===== config.mk =====
export PLATFORM = sky130hd
export DESIGN_NAME = function_unit
export DESIGN_NICKNAME = d
export VERILOG_FILES = /design/src/rtl/function_unit.sv
export SDC_FILE = /design/constraint.sdc
export NUM_CORES = 1
export LEC_CHECK = 0
export CAP_MARGIN = 25
export CORE_AREA = 2 2 160 162
export CTS_BUF_LIST = sky130_fd_sc_hd__clkbuf_4
export CTS_CLUSTER_DIAMETER = 40
export CTS_CLUSTER_SIZE = 20
export DETAILED_ROUTE_END_ITERATION = 8
export DIE_AREA = 0 0 162 164
export SLEW_MARGIN = 20
export SYNTH_ARGS = -nofsm -noshare
export SYNTH_HDL_FRONTEND = slang
export SYNTH_SLANG_ARGS = --single-unit

===== constraint.sdc =====
create_clock -name clk -period 0.8 [get_ports clk]
set_clock_uncertainty 0.05 [all_clocks]
set_input_delay 0.16 -clock clk [delete_from_list [all_inputs] [get_ports clk]]
set_output_delay 0.16 -clock clk [all_outputs]
set_load 0.05 [all_outputs]

===== src/rtl/function_unit.sv =====
// rtl/function_unit.sv - 32-bit ALU with registered result and Z/C/N/V flags
module function_unit #(
    parameter int WIDTH = 32
) (
    input  logic             clk,
    input  logic             rst_n,
    input  logic [WIDTH-1:0] A,
    input  logic [WIDTH-1:0] B,
    input  logic [3:0]       FS,
    output logic [WIDTH-1:0] S,
    output logic [3:0]       ZCNVFlags
);

    localparam int SHW = $clog2(WIDTH);

    localparam logic [3:0] FS_ADD  = 4'b0000;
    localparam logic [3:0] FS_SUB  = 4'b0001;
    localparam logic [3:0] FS_SLL  = 4'b0010;
    localparam logic [3:0] FS_SLT  = 4'b0100;
    localparam logic [3:0] FS_SLTU = 4'b0110;
    localparam logic [3:0] FS_XOR  = 4'b1000;
    localparam logic [3:0] FS_SRL  = 4'b1010;
    localparam logic [3:0] FS_SRA  = 4'b1011;
    localparam logic [3:0] FS_OR   = 4'b1100;
    localparam logic [3:0] FS_AND  = 4'b1110;

    logic [WIDTH-1:0] s_d, s_q;
    logic [3:0]       flags_d, flags_q;

    logic [WIDTH-1:0] add_b;
    logic             add_cin;
    logic [WIDTH:0]   sum;
    logic [SHW-1:0]   shamt;
    logic             c_flag;
    logic             v_flag;

    // Shared adder: SUB reuses it as A + ~B + 1 so C reads as "no borrow".
    always_comb begin
        add_b   = (FS == FS_SUB) ? ~B : B;
        add_cin = (FS == FS_SUB);
        sum     = {1'b0, A} + {1'b0, add_b} + {{WIDTH{1'b0}}, add_cin};
    end

    always_comb begin
        s_d    = '0;
        c_flag = 1'b0;
        v_flag = 1'b0;
        shamt  = B[SHW-1:0];
        case (FS)
            FS_ADD, FS_SUB: begin
                s_d    = sum[WIDTH-1:0];
                c_flag = sum[WIDTH];
                v_flag = (A[WIDTH-1] == add_b[WIDTH-1]) &&
                         (sum[WIDTH-1] != A[WIDTH-1]);
            end
            FS_SLL:  s_d = A << shamt;
            FS_SLT:  s_d = {{(WIDTH-1){1'b0}}, ($signed(A) < $signed(B))};
            FS_SLTU: s_d = {{(WIDTH-1){1'b0}}, (A < B)};
            FS_XOR:  s_d = A ^ B;
            FS_SRL:  s_d = A >> shamt;
            FS_SRA:  s_d = $unsigned($signed(A) >>> shamt);
            FS_OR:   s_d = A | B;
            FS_AND:  s_d = A & B;
            default: s_d = '0;
        endcase
        flags_d = {(s_d == '0), c_flag, s_d[WIDTH-1], v_flag};
    end

    always_ff @(posedge clk or negedge rst_n) begin
        if (!rst_n) begin
            s_q     <= '0;
            flags_q <= 4'b0000;
        end else begin
            s_q     <= s_d;
            flags_q <= flags_d;
        end
    end

    assign S         = s_q;
    assign ZCNVFlags = flags_q;

endmodule


==> key figures, run 1 <==
Clocking
  – Clk sink count: 35
  – TritonCTS clock tree: yes
  – Num CTS Buffers: 5
  – CTS H-tree lvls: 2
  – Clk buf depth: 2
  – Cts hold-fix bufs: 0
  – CTS root buffer: clkbuf_4
  – Clock transition at the registers of the reported paths: 0.09 ns

Logic synthesis
  – Mux share of post-synthesis cell area: 20.3%
  – Main synth FF type: dfrtp_1
  – Synthesized area: 0.00984 mm^2
  – Synth area leader: ha_1
  – Seq/Total Area, Yosys: 8.90%
  – Fraction of registers with async set/reset: 100%
  – #FFs+latches synth: 35
  – Adder-cell area share of the yosys netlist: 16.5%
  – Synth unique cells: 79
  – Yosys top cell area share: 16.3%
  – Post-synth EDFFs: 0
  – Largest family of logic cells by synthesized area: compound AO/OA/AOI/OAI gates
  – Synth Area in Simple Gates: 18.0%
  – Gate Count Post-Synth: 1237
  – Mapped Nets: 1436
  – Synth top area cells: ha_1 16%, mux4_2 11%, dfrtp_1 8.9%, mux2i_1 4.6%, a21oi_1 4.1%
  – Most common cell in the netlist: ha_1
  – Xor/xnor cell area share of the yosys netlist: 3.92%
  – Synth cell count leaders: 128 x ha_1, 97 x nand2_1, 84 x inv_1
  – Synth Area in Compound Gates: 25.2%
  – Syn. warnings: 0
  – Average cell area after synthesis: 7.95 um^2

GRT
  – Vias in the first global route: 12800
  – Largest net degree at the start of global routing: 36
  – Antenna violations before repair: 1
  – Grt ovf: 0
  – First-pass GRT wire length: 77500 um
  – GRT Total Usage: 38.6%

Worst setup path
  – Crit start category: input port
  – Crit-path max FO: 5
  – Worst path arrival time: 4.24 ns
  – Critical path capture point type: flop
  – Crit Path Class: in2reg
  – CP required: 1.03 ns

Detailed routing
  – Final WL: 54100 um
  – First-pass DRT Iterations: 6
  – WL per Instance: 24.7 um
  – Detail Route Antenna Nets: 0
  – Highest routed layer: met4
  – Met2 wire length: 24900 um
  – Via count: 13400
  – Met3 WL: 4480 um
  – Vias/cell: 6.12
  – DRC errors left: 0
  – Drt initial violations: 1278
  – M1 wire length: 21600 um

Layout
  – Area grow syn2layout: 79.1%
  – Post-Layout Cell Count: 2193
  – Post-route cell area: 0.0176 mm^2
  – Fin util: 71.0%
  – Fill cell count: 1958
  – Fraction of layout instances using a drive strength above 1: 50.5%
  – Fin nets: 2057

Power and ir drop
  – Peak supply drop: 987 uV
  – Design Power: 16.8 mW
  – Pwr dens: 951 mW/mm^2
  – Pleak: 8.23 nW

Place
  – IO buf count: 105
  – Dpl ws: -4.01 ns
  – Placed Area: 0.0155 mm^2
  – Final GP Congestion: 1.05
  – Cells after DPL: 2106
  – Hpwl dp: 41000 um

STA
  – Unrepaired setup endpoints after global routing: true
  – # setup viols final: 71
  – Pins Over Slew Limit: 0
  – Final hold viol count: 0
  – Final hold slack: 0.110 ns
  – Post-route clock period utilization: 501%
  – Slew HR: 48.3%
  – Final WS setup: -3.21 ns
  – TNS Setup: -89.51 ns
  – Fmax: 249 MHz
  – Min Tclk post-route: 4.01 ns
  – Worst Tran Pin Value: 0.770 ns

Floorplanning
  – I/O pin count: 106
  – Initial Utilization: 39.6%
  – Die Area: 0.0266 mm^2
  – Die H: 164 um
  – CORE AREA: 0.0248 mm^2
  – Die width: 162 um
  – Row cnt: 58

Outcome
  – Status: finished with violations
  – Failing checks: setup timing

Run
  – MaxCap Viol Count: 0

Hold path
  – Hold crit path type: in2async
-- routing by layer --
| layer | vias up | GRT usage (%) |
|---|---|---|
| met1 | 6487 | 50.3 |
| met5 | - | 0 |
| met3 | 224 | 5.00 |
| met2 | 788 | 64.0 |
| li1 | 5917 | - |
| met4 | 0 | 17.3 |
-- timing repair --
item                                    CTS  global route
resized for setup                       302           116
pin swaps                                63            67
setup buffers                            58            30
cloned                                    6             0
endpoints found under the setup margin   71            71
-- state kept, by name, indices dropped and copies added (netlist names) --
| signal | cells |
|---|---|
| ZCNVFlags | 4 |
| S | 31 |
-- power breakdown --
part	switching, mW	internal, mW
Sequential	0.184	1.98
Combinational	6.89	6.80
Clock	0.548	0.358
-- final timing paths --
path,from,endpoint,cells past startpoint
setup / recovery,FS[3],ZCNVFlags[3],16
hold / removal,rst_n,ZCNVFlags[0],2
max in group asynchronous,rst_n,ZCNVFlags[1],2
min in group clk,FS[1],S[1],5
-- area by class of cell --
class                   instances  area [um^2]  share of cell area [%]
multi-input cells            1020         9500                    53.9
repair buffers                710         6430                    36.5
flip-flops and latches         35          877                    4.98
well taps                     330          413                    2.34
inverters                      86          338                    1.92
clock buffers                   6         45.0                   0.256
diodes                          4         10.0                  0.0568
clock inverters                 2         7.51                  0.0426
-- cell usage in the layout (no fill, tap or decap), types with 27 or more instances in the layout --
| cell | n |
|---|---|
| buf_12 | 50 |
| dfrtp_1 | 34 |
| mux2_2 | 28 |
| inv_1 | 66 |
| xnor2_1 | 30 |
| nand3_1 | 27 |
| o21ai_0 | 37 |
| dlygate4sd2_1 | 40 |
| mux4_2 | 48 |
| a21oi_1 | 52 |
| buf_4 | 522 |
| buf_6 | 65 |
| ha_1 | 110 |
| mux2i_1 | 45 |
| nand2_1 | 89 |
| nor2_1 | 68 |
-- worst max-delay path, cell delays in order --
cell     delay, ns
buf_6         0.10
or4b_4        0.57
buf_6         0.15
buf_12        0.13
xnor2_2       0.13
ha_1          0.37
nand2_2       0.09
or3_4         0.41
a211o_4       0.34
a21o_1        0.19
and3_1        0.14
o21ai_1       0.14
nand3_1       0.14
or4b_4        0.54
or4_4         0.51
nor2_1        0.11
-- logic make-up (layout without fill, tap and decap cells) --
kind of cell    Yosys count  count (layout)
fa+ha+maj               129             129
mux                     134             134
buf+inv                 182             804
xor+xnor                 44              44
compound gates          361             361
other cells               0               4
simple gates            352             352
flops                    35              35
Power figures use the tool's default switching activity.
==> run 2, diff against run 1 <==
--- a/config.mk
+++ b/config.mk
@@ -12,7 +12,6 @@
 export CTS_CLUSTER_SIZE = 20
 export DETAILED_ROUTE_END_ITERATION = 8
 export DIE_AREA = 0 0 162 164
-export SLEW_MARGIN = 20
 export SYNTH_ARGS = -nofsm -noshare
 export SYNTH_HDL_FRONTEND = slang
 export SYNTH_SLANG_ARGS = --single-unit
==> results of run 2 <==
No change in the layout: final DEF, timing and power equal those of run 1.
==> run 3, diff against run 2 <==
--- a/config.mk
+++ b/config.mk
@@ -6,12 +6,12 @@
 export NUM_CORES = 1
 export LEC_CHECK = 0
 export CAP_MARGIN = 25
-export CORE_AREA = 2 2 160 162
+export CORE_AREA = 2 2 202 204
 export CTS_BUF_LIST = sky130_fd_sc_hd__clkbuf_4
 export CTS_CLUSTER_DIAMETER = 40
 export CTS_CLUSTER_SIZE = 20
 export DETAILED_ROUTE_END_ITERATION = 8
-export DIE_AREA = 0 0 162 164
+export DIE_AREA = 0 0 204 206
 export SYNTH_ARGS = -nofsm -noshare
 export SYNTH_HDL_FRONTEND = slang
 export SYNTH_SLANG_ARGS = --single-unit
==> run 3 against run 2 <==
  * Clock power grew 1%
  * Cell area grew 3.9%
  * Die area grew 58%
  * Power grew 2.1%
  * Clock-buffer cell count is the same
  * Global-route usage shrank 15 points
  * The run still ends with setup timing left
  * Critical path type unchanged
  * Largest power group unchanged
  * Largest cell class unchanged
  * Critical endpoint unchanged
  * Sequential power is essentially flat
==> key figures, run 3 (same netlist as run 1, synthesis figures left out) <==
Run
  – MaxCap Viol Count: 0 (unchanged)

GRT
  – Antenna violations before repair: 2 (+1)
  – GRT Total Usage: 23.9% (-15 points)
  – Grt ovf: 0 (unchanged)
  – Largest net degree at the start of global routing: 48 (+33%)
  – Vias in the first global route: 12700 (-0.95%)
  – First-pass GRT wire length: 76800 um (-0.90%)

Worst setup path
  – CP cell instances: buf_6 -> or4b_4 -> buf_12 -> xnor2_4 -> ha_4 -> nand2_2 -> or3_4 -> a21o_1 -> a31o_4 -> nor4b_4 -> or2_1 -> a31o_1 -> or4_1 -> or4_1 -> nor2_1
  – Critical path capture point type: flop
  – Most used cell, CP: or4_1
  – Crit-path max FO: 5 (unchanged)
  – Slowest stage delay, CP: 0.66 ns (+0.09 ns)
  – CP required: 1.02 ns (about the same)
  – Buffers plus inverters on the worst setup path: 2 (-1)
  – Worst path arrival time: 4.15 ns (-0.09 ns)
  – Slowest CP cell: or4b_4
  – CP top delay family: simple AND/OR/NAND/NOR gates
  – Crit Path Class: in2reg
  – Crit start category: input port

Floorplanning
  – CORE AREA: 0.0402 mm^2 (+62%)
  – Die width: 204 um (+26%)
  – Initial Utilization: 24.5% (-15 points)
  – Die H: 206 um (+26%)
  – Die Area: 0.0420 mm^2 (+58%)
  – I/O pin count: 106 (unchanged)
  – Row cnt: 74 (+28%)

Clocking
  – Clock transition at the registers of the reported paths: 0.11 ns (+0.02 ns)
  – Num CTS Buffers: 5 (unchanged)
  – CTS H-tree lvls: 2 (unchanged)
  – CTS root buffer: clkbuf_4
  – Clk sink count: 35 (unchanged)
  – TritonCTS clock tree: yes
  – Clk buf depth: 2 (unchanged)

Outcome
  – Status: finished with violations
  – Failing checks: setup timing

Detailed routing
  – Detail Route Antenna Nets: 0 (unchanged)
  – Via count: 12900 (-4.0%)
  – DRC errors left: 0 (unchanged)
  – Vias/cell: 5.41 (-12%)
  – First-pass DRT Iterations: 6 (unchanged)
  – Final WL: 52800 um (-2.5%)
  – WL per Instance: 22.2 um (-10%)
  – Drt initial violations: 1149 (-10%)

Power and ir drop
  – Internal: 9.50 mW (+4.0%)
  – Peak supply drop: 587 uV (-41%)
  – Seq pwr share: 12.7% (-0.2 points)
  – Clock share of power: 5.4% (about the same)
  – Net Sw Frac: 44.4% (-1.0 points)
  – NetSw: 7.60 mW (-0.25%)
  – Pwr dens: 934 mW/mm^2 (-1.8%)
  – Pleak: 8.40 nW (+2.2%)
  – Logic gate share of total power: 82.0% (+0.3 points)

Layout
  – Most frequent cells in the layout: 493 x buf_4, 102 x ha_1, 84 x nand2_1
  – Most common cell after layout, fill and taps aside: buf_4
  – Fin nets: 2045 (-0.58%)
  – Area grow syn2layout: 86.2%
  – Post-Layout Cell Count: 2380 (+8.5%)
  – Fraction of layout instances using a drive strength above 1: 52.2% (+1.7 points)
  – Max reg flops: 31 (unchanged)

STA
  – Final WS setup: -3.13 ns (+0.0861 ns)
  – Final hold viol count: 0 (unchanged)
  – Fmax: 255 MHz (+2.2%)
  – # setup viols final: 71 (unchanged)
  – Pins Over Slew Limit: 0 (unchanged)
  – Worst Tran Pin Value: 0.766 ns (-0.00398 ns)
  – Min Tclk post-route: 3.93 ns (-0.0861 ns)
  – Unrepaired setup endpoints after global routing: true
  – Post-route clock period utilization: 491% (-11 points)
  – Slew HR: 48.9% (+0.58 points)
  – Final hold slack: 0.246 ns (+0.135 ns)

Place
  – IO buf count: 105 (unchanged)
  – Hpwl dp: 42100 um (+2.5%)
  – Final GP Congestion: 1.05 (-0.85%)
  – Cells after DPL: 2293 (+8.9%)

Hold path
  – Hold crit path type: in2async
## run 3: changes by cell type in the layout (fill, tap and decap cells not counted), moves of 10 or more
cell	change
buf_4	-29
dlymetal6s2s_1	+10
dlygate4sd2_1	-12
buf_12	+14
## run 3: routing by layer
metal / track usage, % / share of wire, % / vias up
met5: 0 / 0.025 / -
met4: 7.56 / 3.7 / 2
met3: 1.69 / 5.8 / 116
met2: 40.9 / 47 / 535
met1: 32.2 / 43 / 6326
li1: - / - / 5905
## run 3: power groups by stage
| stage | Sequential, mW | Combinational [mW] | Clock [mW] |
|---|---|---|---|
| 3_3_place_gp | 2.21 | 11.4 | 0 |
| 4_1_cts | 2.18 | 12.6 | 0.956 |
| 6_report | 2.17 | 14.0 | 0.917 |
| 5_1_grt | 2.20 | 14.7 | 1.00 |
| 2_1_floorplan | 2.85 | 4.63 | 0 |
| 3_5_place_dp | 2.21 | 11.4 | 0 |
## run 3: metrics by stage
step	util (%)	TNS (ns)	instance area, um^2	setup WS, ns	total power, mW
3_5_place_dp	39.2	-102.20	15700	-3.90	13.7
4_1_cts	42.6	-84.78	17100	-3.10	15.7
2_1_floorplan	-	-70.90	10200	-3.15	7.48
5_1_grt	45.6	-89.85	18300	-3.21	17.9
6_report	45.6	-87.22	18300	-3.13	17.1
3_3_place_gp	39.2	-102.00	15700	-3.86	13.6
## run 3: final cells by class
| cell class | instances | area (um^2) |
|---|---|---|
| diodes | 1 | 2.50 |
| clock buffers | 6 | 45.0 |
| clock inverters | 2 | 7.51 |
| fillers | 3907 | 21900 |
| inverters | 86 | 338 |
| multi-input cells | 1020 | 9800 |
| flip-flops and latches | 35 | 877 |
| well taps | 532 | 666 |
| repair buffers | 698 | 6580 |
## run 3: timing repair
item                                    CTS  global route
cloned                                    6             2
resized for setup                       262           210
hold buffers                              1             0
buffers inserted                         41            38
hold endpoints to repair                 35             0
pin swaps                                74            89
endpoints found under the setup margin   71            71
## run 3: worst paths after layout
check,start,end,slack [ns],cells past startpoint
worst max-delay path,FS[3],ZCNVFlags[3],-3.13,15
worst min-delay path,rst_n,S[8],0.25,3
max in group asynchronous,rst_n,S[4],0.27,3
min in group clk,FS[1],S[1],0.44,5
## run 3: worst min-delay path, delay by kind of cell
family                 cells  cell delay (ns)
buffers and inverters      3             0.84
